[config.mk]
export PLATFORM = sky130hd
export DESIGN_NAME = mips_multicycle_ctrl_flat
export DESIGN_NICKNAME = d
export VERILOG_FILES = /design/src/rtl/mips_multicycle_ctrl_pkg.sv /design/src/rtl/mips_multicycle_ctrl_if.sv /design/src/rtl/mips_multicycle_ctrl_alu_decoder.sv /design/src/rtl/mips_multicycle_ctrl.sv /design/src/flat_wrapper.sv
export SDC_FILE = /design/constraint.sdc
export NUM_CORES = 1
export LEC_CHECK = 0
export BUFFER_PORTS_ARGS = -buffer_cell sky130_fd_sc_hd__buf_4
export CAP_MARGIN = 15
export CORE_ASPECT_RATIO = 0.7
export CORE_MARGIN = 4
export CORE_UTILIZATION = 49
export DETAILED_ROUTE_END_ITERATION = 12
export GPL_TIMING_DRIVEN = 0
export PLACE_DENSITY = 0.8
export SYNTH_ARGS = -nofsm -noshare
export SYNTH_HDL_FRONTEND = slang
export SYNTH_SLANG_ARGS = --single-unit
[constraint.sdc]
create_clock -name clk -period 2.05 [get_ports clk]
set_input_delay 0.1025 -clock clk [delete_from_list [all_inputs] [get_ports clk]]
set_output_delay 0.1025 -clock clk [all_outputs]
set_load 0.005 [all_outputs]
[src/rtl/mips_multicycle_ctrl_pkg.sv]
// Shared encodings for the multicycle MIPS main controller: FSM states,
// opcode/funct values, ALU operation codes and datapath mux selects.
package mips_multicycle_ctrl_pkg;

    typedef enum logic [3:0] {
        S_IDLE,
        S_FETCH,
        S_DECODE,
        S_EXEC,
        S_RWB,
        S_MEMADR,
        S_MEMRD,
        S_MEMWB,
        S_MEMWR,
        S_BRANCH,
        S_ADDIEX,
        S_ADDIWB,
        S_JUMP,
        S_EXC
    } state_t;

    // Which kind of ALU request the current state makes
    typedef enum logic [2:0] {
        CLS_NONE,
        CLS_PC_ADD,
        CLS_RTYPE,
        CLS_REG_ADD,
        CLS_REG_SUB
    } alu_class_t;

    // How an R-type funct is handled in EXEC
    typedef enum logic [1:0] {
        FK_ALU,
        FK_HILO,
        FK_ILLEGAL
    } funct_kind_t;

    localparam logic [5:0] OP_RTYPE = 6'h00;
    localparam logic [5:0] OP_J     = 6'h02;
    localparam logic [5:0] OP_BEQ   = 6'h04;
    localparam logic [5:0] OP_ADDI  = 6'h08;
    localparam logic [5:0] OP_LW    = 6'h23;
    localparam logic [5:0] OP_SW    = 6'h2B;

    localparam logic [5:0] FN_SLL  = 6'h00;
    localparam logic [5:0] FN_SRL  = 6'h02;
    localparam logic [5:0] FN_MFHI = 6'h10;
    localparam logic [5:0] FN_MFLO = 6'h12;
    localparam logic [5:0] FN_MULT = 6'h18;
    localparam logic [5:0] FN_DIV  = 6'h1A;
    localparam logic [5:0] FN_ADD  = 6'h20;
    localparam logic [5:0] FN_SUB  = 6'h22;
    localparam logic [5:0] FN_AND  = 6'h24;
    localparam logic [5:0] FN_OR   = 6'h25;
    localparam logic [5:0] FN_NOR  = 6'h27;
    localparam logic [5:0] FN_SLT  = 6'h2A;

    localparam logic [3:0] ALU_ADD  = 4'd0;
    localparam logic [3:0] ALU_SUB  = 4'd1;
    localparam logic [3:0] ALU_AND  = 4'd2;
    localparam logic [3:0] ALU_OR   = 4'd3;
    localparam logic [3:0] ALU_NOR  = 4'd4;
    localparam logic [3:0] ALU_SLT  = 4'd5;
    localparam logic [3:0] ALU_SLL  = 4'd6;
    localparam logic [3:0] ALU_SRL  = 4'd7;
    localparam logic [3:0] ALU_MULT = 4'd8;
    localparam logic [3:0] ALU_DIV  = 4'd9;

    localparam logic [1:0] SRCA_PC    = 2'd0;
    localparam logic [1:0] SRCA_REGA  = 2'd1;
    localparam logic [1:0] SRCA_SHAMT = 2'd2;

    localparam logic [1:0] SRCB_REGB    = 2'd0;
    localparam logic [1:0] SRCB_FOUR    = 2'd1;
    localparam logic [1:0] SRCB_IMM     = 2'd2;
    localparam logic [1:0] SRCB_IMM_SH2 = 2'd3;

    localparam logic [1:0] PCSRC_ALU    = 2'd0;
    localparam logic [1:0] PCSRC_ALUOUT = 2'd1;
    localparam logic [1:0] PCSRC_JUMP   = 2'd2;

    localparam logic [1:0] M2R_ALUOUT = 2'd0;
    localparam logic [1:0] M2R_MDR    = 2'd1;
    localparam logic [1:0] M2R_HI     = 2'd2;
    localparam logic [1:0] M2R_LO     = 2'd3;

    // Only signed add/subtract raise an overflow exception
    function automatic logic isOverflowChecked(input logic [5:0] funct);
        return (funct == FN_ADD) || (funct == FN_SUB);
    endfunction

    // MULT/DIV land in HI/LO, so they never write the register file
    function automatic logic isHiLoProducer(input logic [5:0] funct);
        return (funct == FN_MULT) || (funct == FN_DIV);
    endfunction

endpackage

[src/rtl/mips_multicycle_ctrl_if.sv]
// Bundle of the controller's instruction, memory and ALU handshake signals
// plus every datapath select it drives.
interface mips_multicycle_ctrl_if;

    logic [5:0] opcode;
    logic [5:0] funct;
    logic       mem_ready;
    logic       alu_done;
    logic       alu_zero;
    logic       alu_overflow;

    logic       alu_en;
    logic [3:0] alu_control;
    logic [1:0] alu_src_a;
    logic [1:0] alu_src_b;
    logic       pc_en;
    logic [1:0] pc_src;
    logic       iord;
    logic       mem_read;
    logic       mem_write;
    logic       ir_write;
    logic       reg_write;
    logic       reg_dst;
    logic [1:0] mem_to_reg;
    logic       exception;

    modport master (
        input  opcode, funct, mem_ready, alu_done, alu_zero, alu_overflow,
        output alu_en, alu_control, alu_src_a, alu_src_b, pc_en, pc_src,
               iord, mem_read, mem_write, ir_write, reg_write, reg_dst,
               mem_to_reg, exception
    );

    modport slave (
        output opcode, funct, mem_ready, alu_done, alu_zero, alu_overflow,
        input  alu_en, alu_control, alu_src_a, alu_src_b, pc_en, pc_src,
               iord, mem_read, mem_write, ir_write, reg_write, reg_dst,
               mem_to_reg, exception
    );

endinterface

[src/rtl/mips_multicycle_ctrl_alu_decoder.sv]
// Combinational ALU decoder: turns the requesting state's class and the
// funct field into the ALU op code and operand-A select.
module mips_multicycle_ctrl_alu_decoder
    import mips_multicycle_ctrl_pkg::*;
(
    input  alu_class_t  i_aluClass,
    input  logic [5:0]  i_funct,
    output logic [3:0]  o_aluControl,
    output logic [1:0]  o_aluSrcA,
    output funct_kind_t o_functKind
);

    logic [3:0] w_rtypeOp;
    logic [1:0] w_rtypeSrcA;

    // Classify the funct field and pick its ALU op; shifts take shamt as operand A
    always_comb begin
        w_rtypeOp   = ALU_ADD;
        w_rtypeSrcA = SRCA_REGA;
        o_functKind = FK_ALU;
        case (i_funct)
            FN_ADD:  w_rtypeOp = ALU_ADD;
            FN_SUB:  w_rtypeOp = ALU_SUB;
            FN_AND:  w_rtypeOp = ALU_AND;
            FN_OR:   w_rtypeOp = ALU_OR;
            FN_NOR:  w_rtypeOp = ALU_NOR;
            FN_SLT:  w_rtypeOp = ALU_SLT;
            FN_SLL: begin
                w_rtypeOp   = ALU_SLL;
                w_rtypeSrcA = SRCA_SHAMT;
            end
            FN_SRL: begin
                w_rtypeOp   = ALU_SRL;
                w_rtypeSrcA = SRCA_SHAMT;
            end
            FN_MULT: w_rtypeOp = ALU_MULT;
            FN_DIV:  w_rtypeOp = ALU_DIV;
            FN_MFHI, FN_MFLO: o_functKind = FK_HILO;
            default: o_functKind = FK_ILLEGAL;
        endcase
    end

    // Select the op for the requesting state: fixed adds/subtracts or the funct decode
    always_comb begin
        o_aluControl = ALU_ADD;
        o_aluSrcA    = SRCA_PC;
        case (i_aluClass)
            CLS_PC_ADD: begin
                o_aluControl = ALU_ADD;
                o_aluSrcA    = SRCA_PC;
            end
            CLS_RTYPE: begin
                o_aluControl = w_rtypeOp;
                o_aluSrcA    = w_rtypeSrcA;
            end
            CLS_REG_ADD: begin
                o_aluControl = ALU_ADD;
                o_aluSrcA    = SRCA_REGA;
            end
            CLS_REG_SUB: begin
                o_aluControl = ALU_SUB;
                o_aluSrcA    = SRCA_REGA;
            end
            default: begin
                o_aluControl = ALU_ADD;
                o_aluSrcA    = SRCA_PC;
            end
        endcase
    end

endmodule

[src/rtl/mips_multicycle_ctrl.sv]
// Multicycle MIPS main controller. Sequences each instruction through
// fetch/decode/execute/memory/writeback and drives the ALU request handshake
// (alu_en held until alu_done) plus all PC, IR, memory and register selects.
module mips_multicycle_ctrl
    import mips_multicycle_ctrl_pkg::*;
(
    input logic                    clk,
    input logic                    rst,
    mips_multicycle_ctrl_if.master bus
);

    state_t      r_state;
    state_t      w_nextState;
    alu_class_t  w_aluClass;
    logic [3:0]  w_aluControl;
    logic [1:0]  w_aluSrcA;
    funct_kind_t w_functKind;

    mips_multicycle_ctrl_alu_decoder u_aluDecoder (
        .i_aluClass   (w_aluClass),
        .i_funct      (bus.funct),
        .o_aluControl (w_aluControl),
        .o_aluSrcA    (w_aluSrcA),
        .o_functKind  (w_functKind)
    );

    // State register; reset parks the controller in IDLE
    always_ff @(posedge clk) begin
        if (rst) begin
            r_state <= S_IDLE;
        end else begin
            r_state <= w_nextState;
        end
    end

    // Map each ALU-using state onto the kind of operation it requests
    always_comb begin
        w_aluClass = CLS_NONE;
        case (r_state)
            S_FETCH, S_DECODE:  w_aluClass = CLS_PC_ADD;
            S_EXEC:             w_aluClass = CLS_RTYPE;
            S_MEMADR, S_ADDIEX: w_aluClass = CLS_REG_ADD;
            S_BRANCH:           w_aluClass = CLS_REG_SUB;
            default:            w_aluClass = CLS_NONE;
        endcase
    end

    // Next-state logic; waiting states stay put until their handshake completes
    always_comb begin
        w_nextState = r_state;
        case (r_state)
            S_IDLE: w_nextState = S_FETCH;
            S_FETCH: begin
                if (bus.mem_ready && bus.alu_done) begin
                    w_nextState = S_DECODE;
                end
            end
            S_DECODE: begin
                if (bus.alu_done) begin
                    case (bus.opcode)
                        OP_RTYPE:     w_nextState = S_EXEC;
                        OP_LW, OP_SW: w_nextState = S_MEMADR;
                        OP_BEQ:       w_nextState = S_BRANCH;
                        OP_ADDI:      w_nextState = S_ADDIEX;
                        OP_J:         w_nextState = S_JUMP;
                        default:      w_nextState = S_EXC;
                    endcase
                end
            end
            S_EXEC: begin
                case (w_functKind)
                    FK_HILO:    w_nextState = S_RWB;
                    FK_ILLEGAL: w_nextState = S_EXC;
                    default: begin
                        if (bus.alu_done) begin
                            if (isOverflowChecked(bus.funct) && bus.alu_overflow) begin
                                w_nextState = S_EXC;
                            end else if (isHiLoProducer(bus.funct)) begin
                                w_nextState = S_FETCH;
                            end else begin
                                w_nextState = S_RWB;
                            end
                        end
                    end
                endcase
            end
            S_MEMADR: begin
                if (bus.alu_done) begin
                    w_nextState = (bus.opcode == OP_LW) ? S_MEMRD : S_MEMWR;
                end
            end
            S_MEMRD: begin
                if (bus.mem_ready) begin
                    w_nextState = S_MEMWB;
                end
            end
            S_MEMWR: begin
                if (bus.mem_ready) begin
                    w_nextState = S_FETCH;
                end
            end
            S_BRANCH: begin
                if (bus.alu_done) begin
                    w_nextState = S_FETCH;
                end
            end
            S_ADDIEX: begin
                if (bus.alu_done) begin
                    w_nextState = bus.alu_overflow ? S_EXC : S_ADDIWB;
                end
            end
            S_RWB, S_MEMWB, S_ADDIWB, S_JUMP, S_EXC: w_nextState = S_FETCH;
            default: w_nextState = S_IDLE;
        endcase
    end

    // Datapath controls per state; everything is held low while reset is asserted
    always_comb begin
        bus.alu_en      = 1'b0;
        bus.alu_control = ALU_ADD;
        bus.alu_src_a   = SRCA_PC;
        bus.alu_src_b   = SRCB_REGB;
        bus.pc_en       = 1'b0;
        bus.pc_src      = PCSRC_ALU;
        bus.iord        = 1'b0;
        bus.mem_read    = 1'b0;
        bus.mem_write   = 1'b0;
        bus.ir_write    = 1'b0;
        bus.reg_write   = 1'b0;
        bus.reg_dst     = 1'b0;
        bus.mem_to_reg  = M2R_ALUOUT;
        bus.exception   = 1'b0;
        if (!rst) begin
            case (r_state)
                S_FETCH: begin
                    bus.alu_en      = 1'b1;
                    bus.alu_control = w_aluControl;
                    bus.alu_src_a   = w_aluSrcA;
                    bus.alu_src_b   = SRCB_FOUR;
                    bus.mem_read    = 1'b1;
                    if (bus.mem_ready && bus.alu_done) begin
                        bus.ir_write = 1'b1;
                        bus.pc_en    = 1'b1;
                        bus.pc_src   = PCSRC_ALU;
                    end
                end
                S_DECODE: begin
                    bus.alu_en      = 1'b1;
                    bus.alu_control = w_aluControl;
                    bus.alu_src_a   = w_aluSrcA;
                    bus.alu_src_b   = SRCB_IMM_SH2;
                end
                S_EXEC: begin
                    if (w_functKind == FK_ALU) begin
                        bus.alu_en      = 1'b1;
                        bus.alu_control = w_aluControl;
                        bus.alu_src_a   = w_aluSrcA;
                        bus.alu_src_b   = SRCB_REGB;
                    end
                end
                S_RWB: begin
                    bus.reg_write = 1'b1;
                    bus.reg_dst   = 1'b1;
                    if (bus.funct == FN_MFHI) begin
                        bus.mem_to_reg = M2R_HI;
                    end else if (bus.funct == FN_MFLO) begin
                        bus.mem_to_reg = M2R_LO;
                    end
                end
                S_MEMADR, S_ADDIEX: begin
                    bus.alu_en      = 1'b1;
                    bus.alu_control = w_aluControl;
                    bus.alu_src_a   = w_aluSrcA;
                    bus.alu_src_b   = SRCB_IMM;
                end
                S_MEMRD: begin
                    bus.mem_read = 1'b1;
                    bus.iord     = 1'b1;
                end
                S_MEMWB: begin
                    bus.reg_write  = 1'b1;
                    bus.mem_to_reg = M2R_MDR;
                end
                S_MEMWR: begin
                    bus.mem_write = 1'b1;
                    bus.iord      = 1'b1;
                end
                S_BRANCH: begin
                    bus.alu_en      = 1'b1;
                    bus.alu_control = w_aluControl;
                    bus.alu_src_a   = w_aluSrcA;
                    bus.alu_src_b   = SRCB_REGB;
                    if (bus.alu_done) begin
                        bus.pc_en  = bus.alu_zero;
                        bus.pc_src = PCSRC_ALUOUT;
                    end
                end
                S_ADDIWB: begin
                    bus.reg_write = 1'b1;
                end
                S_JUMP: begin
                    bus.pc_en  = 1'b1;
                    bus.pc_src = PCSRC_JUMP;
                end
                S_EXC: begin
                    bus.exception = 1'b1;
                end
                default: begin
                    bus.alu_en = 1'b0;
                end
            endcase
        end
    end

endmodule

[src/flat_wrapper.sv]
// flat-port wrapper written by rule: the top's interface ports become plain ports
module mips_multicycle_ctrl_flat import mips_multicycle_ctrl_pkg::*;
  (clk, rst, bus_opcode, bus_funct, bus_mem_ready, bus_alu_done, bus_alu_zero, bus_alu_overflow, bus_alu_en, bus_alu_control, bus_alu_src_a, bus_alu_src_b, bus_pc_en, bus_pc_src, bus_iord, bus_mem_read, bus_mem_write, bus_ir_write, bus_reg_write, bus_reg_dst, bus_mem_to_reg, bus_exception);
  mips_multicycle_ctrl_if bus_i ();
  input logic clk;
  input logic rst;
  input wire logic [$bits(bus_i.opcode)-1:0] bus_opcode;
  input wire logic [$bits(bus_i.funct)-1:0] bus_funct;
  input wire logic [$bits(bus_i.mem_ready)-1:0] bus_mem_ready;
  input wire logic [$bits(bus_i.alu_done)-1:0] bus_alu_done;
  input wire logic [$bits(bus_i.alu_zero)-1:0] bus_alu_zero;
  input wire logic [$bits(bus_i.alu_overflow)-1:0] bus_alu_overflow;
  output wire logic [$bits(bus_i.alu_en)-1:0] bus_alu_en;
  output wire logic [$bits(bus_i.alu_control)-1:0] bus_alu_control;
  output wire logic [$bits(bus_i.alu_src_a)-1:0] bus_alu_src_a;
  output wire logic [$bits(bus_i.alu_src_b)-1:0] bus_alu_src_b;
  output wire logic [$bits(bus_i.pc_en)-1:0] bus_pc_en;
  output wire logic [$bits(bus_i.pc_src)-1:0] bus_pc_src;
  output wire logic [$bits(bus_i.iord)-1:0] bus_iord;
  output wire logic [$bits(bus_i.mem_read)-1:0] bus_mem_read;
  output wire logic [$bits(bus_i.mem_write)-1:0] bus_mem_write;
  output wire logic [$bits(bus_i.ir_write)-1:0] bus_ir_write;
  output wire logic [$bits(bus_i.reg_write)-1:0] bus_reg_write;
  output wire logic [$bits(bus_i.reg_dst)-1:0] bus_reg_dst;
  output wire logic [$bits(bus_i.mem_to_reg)-1:0] bus_mem_to_reg;
  output wire logic [$bits(bus_i.exception)-1:0] bus_exception;
  assign bus_i.opcode = bus_opcode;
  assign bus_i.funct = bus_funct;
  assign bus_i.mem_ready = bus_mem_ready;
  assign bus_i.alu_done = bus_alu_done;
  assign bus_i.alu_zero = bus_alu_zero;
  assign bus_i.alu_overflow = bus_alu_overflow;
  assign bus_alu_en = bus_i.alu_en;
  assign bus_alu_control = bus_i.alu_control;
  assign bus_alu_src_a = bus_i.alu_src_a;
  assign bus_alu_src_b = bus_i.alu_src_b;
  assign bus_pc_en = bus_i.pc_en;
  assign bus_pc_src = bus_i.pc_src;
  assign bus_iord = bus_i.iord;
  assign bus_mem_read = bus_i.mem_read;
  assign bus_mem_write = bus_i.mem_write;
  assign bus_ir_write = bus_i.ir_write;
  assign bus_reg_write = bus_i.reg_write;
  assign bus_reg_dst = bus_i.reg_dst;
  assign bus_mem_to_reg = bus_i.mem_to_reg;
  assign bus_exception = bus_i.exception;
  mips_multicycle_ctrl u_core (.clk(clk), .rst(rst), .bus(bus_i));
endmodule
==> results.yml <==
routing:
  vias: 1480
  dr.first_iter.drc_count: 138
  drt-vias-per-instance: 6.64
  detail_route.first_pass.iterations: 4
  routed_wire_length_per_instance_um: 15.5
  routed_wirelength_um: 3450
  route.antenna.remaining_nets: 0
  drcViolationCount: 0
timing:
  timing_hold_violations_final: 0
  final-max-slew-violation-count: 0
  postLayoutSetupSlackWorst_ns: 0.173
  skew_ns: 0.00465
  fin_crit_ns: 1.88
  finalSetupViolCount: 0
  max_slew.worst_pin.slew_ns: 0.585
  totalNegativeSetupSlack_ns: 0
  fmaxAchievable_ghz: 0.533
  layout_worst_path_cycle_share_pct: 91.6
  setup_repair_after_global_routing_missed_its_margin: "false"
  relSlewSlack_pct: 60.4
cells_and_area:
  synthToLayoutAreaGrowth_pct: 30.7
  antenna_cells_inserted: 0
  mostFrequentLayoutCell: "sky130_fd_sc_hd__buf_4"
  largest-register: "u_core.r_state"
  layout_top_registers: "u_core.r_state: 4 flops"
  max_reg_flops: 4
  share_of_final_layout_standard_cells_stronger_than_drive_strength_1_pct: 30.3
  design.final.nets: 221
  mostFrequentLayoutCells: "sky130_fd_sc_hd__buf_4, sky130_fd_sc_hd__nor2_1, sky130_fd_sc_hd__nand2_1, sky130_fd_sc_hd__a21oi_1, sky130_fd_sc_hd__nor3_1"
  fill_cells: 178
placement:
  detailedPlacementHpwl_um: 2720
  io_buffer_count: 34
  placement.setup.worst_slack_ns: 0.0749
  gpl.final_weighted_congestion: 0.900
worst_hold_path:
  timing.hold.worst_path_depth: 4
  min_from: "bus_alu_done"
  min-delay-path-class: "in -> reg"
  whs_endpoint: "u_core.r_state[2]$_SDFFE_PP0P_"
floorplan:
  fp.coreArea_sq_um: 1940
  rows: 13
  ioPinCount: 39
  die_width_um: 63.2
  die_area_sq_um: 2940
  die_h_um: 46.6
  floorplan.initialDensity_pct: 53.9
synthesis:
  post_synth_inst_count: 164
  synthesized_nets: 182
  synth_top_flop_cell: "sky130_fd_sc_hd__dfxtp_1"
  synth_enable_flop_cells: 0
  synth.avg_cell_area_sq_um: 6.36
  yosys_warnings: 0
  synth.yosys.seq_area_share_pct: 7.67
  postSynth.asyncResetShare_pct: 0
  netlist_area_sq_um: 1040
  synth_cell_types: 57
  ys_seq_elements: 4
global_routing:
  globalRoute.totalOverflow: 0
  number_of_antenna_violations_at_the_first_check_in_global_routing: 0
  grt_pass1_vias: 1250
  global_route.usage.total_pct: 24.3
  grt_max_degree: 11
  grt_pass1_wl_um: 5760
critical_path:
  setup.worst_path.start_class: "flip-flop"
  worst-setup-path-type: "reg -> reg"
  path_delay_family: "compound AO/OA/AOI/OAI gates"
  path_max_fanout: 4
  crit_chain: "nor2b_1, o211ai_2, a2111o_2, a211o_1, o31ai_1"
  endpoint_of_the_most_critical_register_to_register_path: "u_core.r_state[3]$_SDFFE_PP0P_"
  slowest_delay_ns: 0.51
  critPathArrivalTime_ns: 1.99
  crit_required_ns: 2.16
  cp.buffers_inverters: 0
  r2r_start: "u_core.r_state[0]$_SDFFE_PP0P_"
  end_kind: "flip-flop"
  reg_to_reg_setup_timing_slack_ns: 0.17
  crit_slowest_cell: "sky130_fd_sc_hd__a2111o_2"
  worst_r2r_path_depth: 5
power:
  power.leakage_nw: 0.553
  power_density_nw_per_um2: 921
  ir_drop_v: 0.000910
clocking:
  cts_made_buffers: 3
  cts_tree: "yes"
  ctsHoldBuffers: 0
  htree_num_levels: 1
  clkSlewWorstSetupHoldPaths_ns: 0.04
  ctsRootBufferMaster: "sky130_fd_sc_hd__clkbuf_4"
  clock_sink_count: 4
  cts.repair_timing.setup_buffer_count: 0
  clk_latency_ns: 0.23
  clk_path_buf_depth: 2
run_status:
  status: "completed"
flow_run:
  drv.max_cap_violation_count: 0
[where the power goes]
group          switching, mW  internal (mW)
Sequential            0.0195          0.114
Clock                 0.0257         0.0650
Combinational          0.608          0.424
Total                  0.653          0.603
[metal layers]
metal | routed length, um | GRT usage (%) | vias up | share of wire, %
li1 | - | - | 700 | -
met1 | 1500 | 36.1 | 679 | 43
met2 | 1470 | 38.4 | 101 | 43
met3 | 482 | 3.90 | 0 | 14
met4 | 0 | 1.32 | 0 | 0
met5 | 0 | 0 | - | 0
[cells by family after synthesis]
group | after synthesis | share of synthesized area [%]
xor+xnor | 1 | 0.839
flops | 4 | 7.67
mux | 1 | 0.959
simple gates | 85 | 43.8
buf+inv | 20 | 9.71
compound gates | 53 | 37.1
[Yosys cell counts (all sizes together) (3+ instances only)]
cell type   n  area share [%]
nor2       24             8.9
buf        13             7.2
nand2      13             4.9
a21oi      12             5.8
nor3       12             5.8
nor4        7             4.2
nor2b       6             3.6
nand2b      5             3.0
o21ai       5             2.4
dfxtp       4             7.7
inv         4             1.4
a31oi       3             1.8
clkbuf      3             1.1
nand3       3             1.4
o22ai       3             1.8
o31ai       3             2.2
[worst max-delay path by stage]
stage / start / to / slack, ns / depth (start not counted)
6_report: u_core.r_state[0]$_SDFFE_PP0P_ / u_core.r_state[3]$_SDFFE_PP0P_ / 0.17 / 5
5_1_grt: u_core.r_state[1]$_SDFFE_PP0P_ / bus_alu_src_a[0] / 0.06 / 7
4_1_cts: u_core.r_state[0]$_SDFFE_PP0P_ / bus_alu_src_a[0] / 0.0003 / 6
3_5_place_dp: u_core.r_state[0]$_SDFFE_PP0P_ / u_core.r_state[0]$_SDFFE_PP0P_ / 0.07 / 5
3_3_place_gp: u_core.r_state[0]$_SDFFE_PP0P_ / u_core.r_state[2]$_SDFFE_PP0P_ / 0.20 / 5
2_1_floorplan: u_core.r_state[1]$_SDFFE_PP0P_ / u_core.r_state[3]$_SDFFE_PP0P_ / 0.42 / 7
[area by class of cell]
cell class                 instances  area [sq um]  area share (%)
multi-input combinational        140           873            64.0
timing repair buffer              34           255            18.7
buffer                            16          90.1            6.61
sequential                         4          80.1            5.87
tap                               22          27.5            2.02
clock buffer                       3          22.5            1.65
inverter                           4          15.0            1.10
[worst reg2reg max path: stages (launching register included)]
cell and delay, ns:
sky130_fd_sc_hd__dfxtp_1 0.34, sky130_fd_sc_hd__nor2b_1 0.38, sky130_fd_sc_hd__o211ai_2 0.18, sky130_fd_sc_hd__a2111o_2 0.51
sky130_fd_sc_hd__a211o_1 0.27, sky130_fd_sc_hd__o31ai_1 0.08
[per-stage QoR]
step	area (sq um)	hold WS [ns]	power, mW	utilization [%]	instances
5_1_grt	1360	0.411	1.37	70.5	223
3_3_place_gp	1330	0.512	1.11	68.5	220
4_1_cts	1350	0.371	1.22	69.7	223
6_report	1360	0.389	1.26	70.5	223
2_1_floorplan	1040	0.241	0.840	-	164
3_5_place_dp	1330	0.521	1.13	68.5	220
[timing repair]
| item | in CTS | in global routing |
|---|---|---|
| endpoints found under the setup margin | 1 | 4 |
| pin swaps | 0 | 1 |
| resized for setup | 1 | 6 |
(Power assumes the default switching activity.)
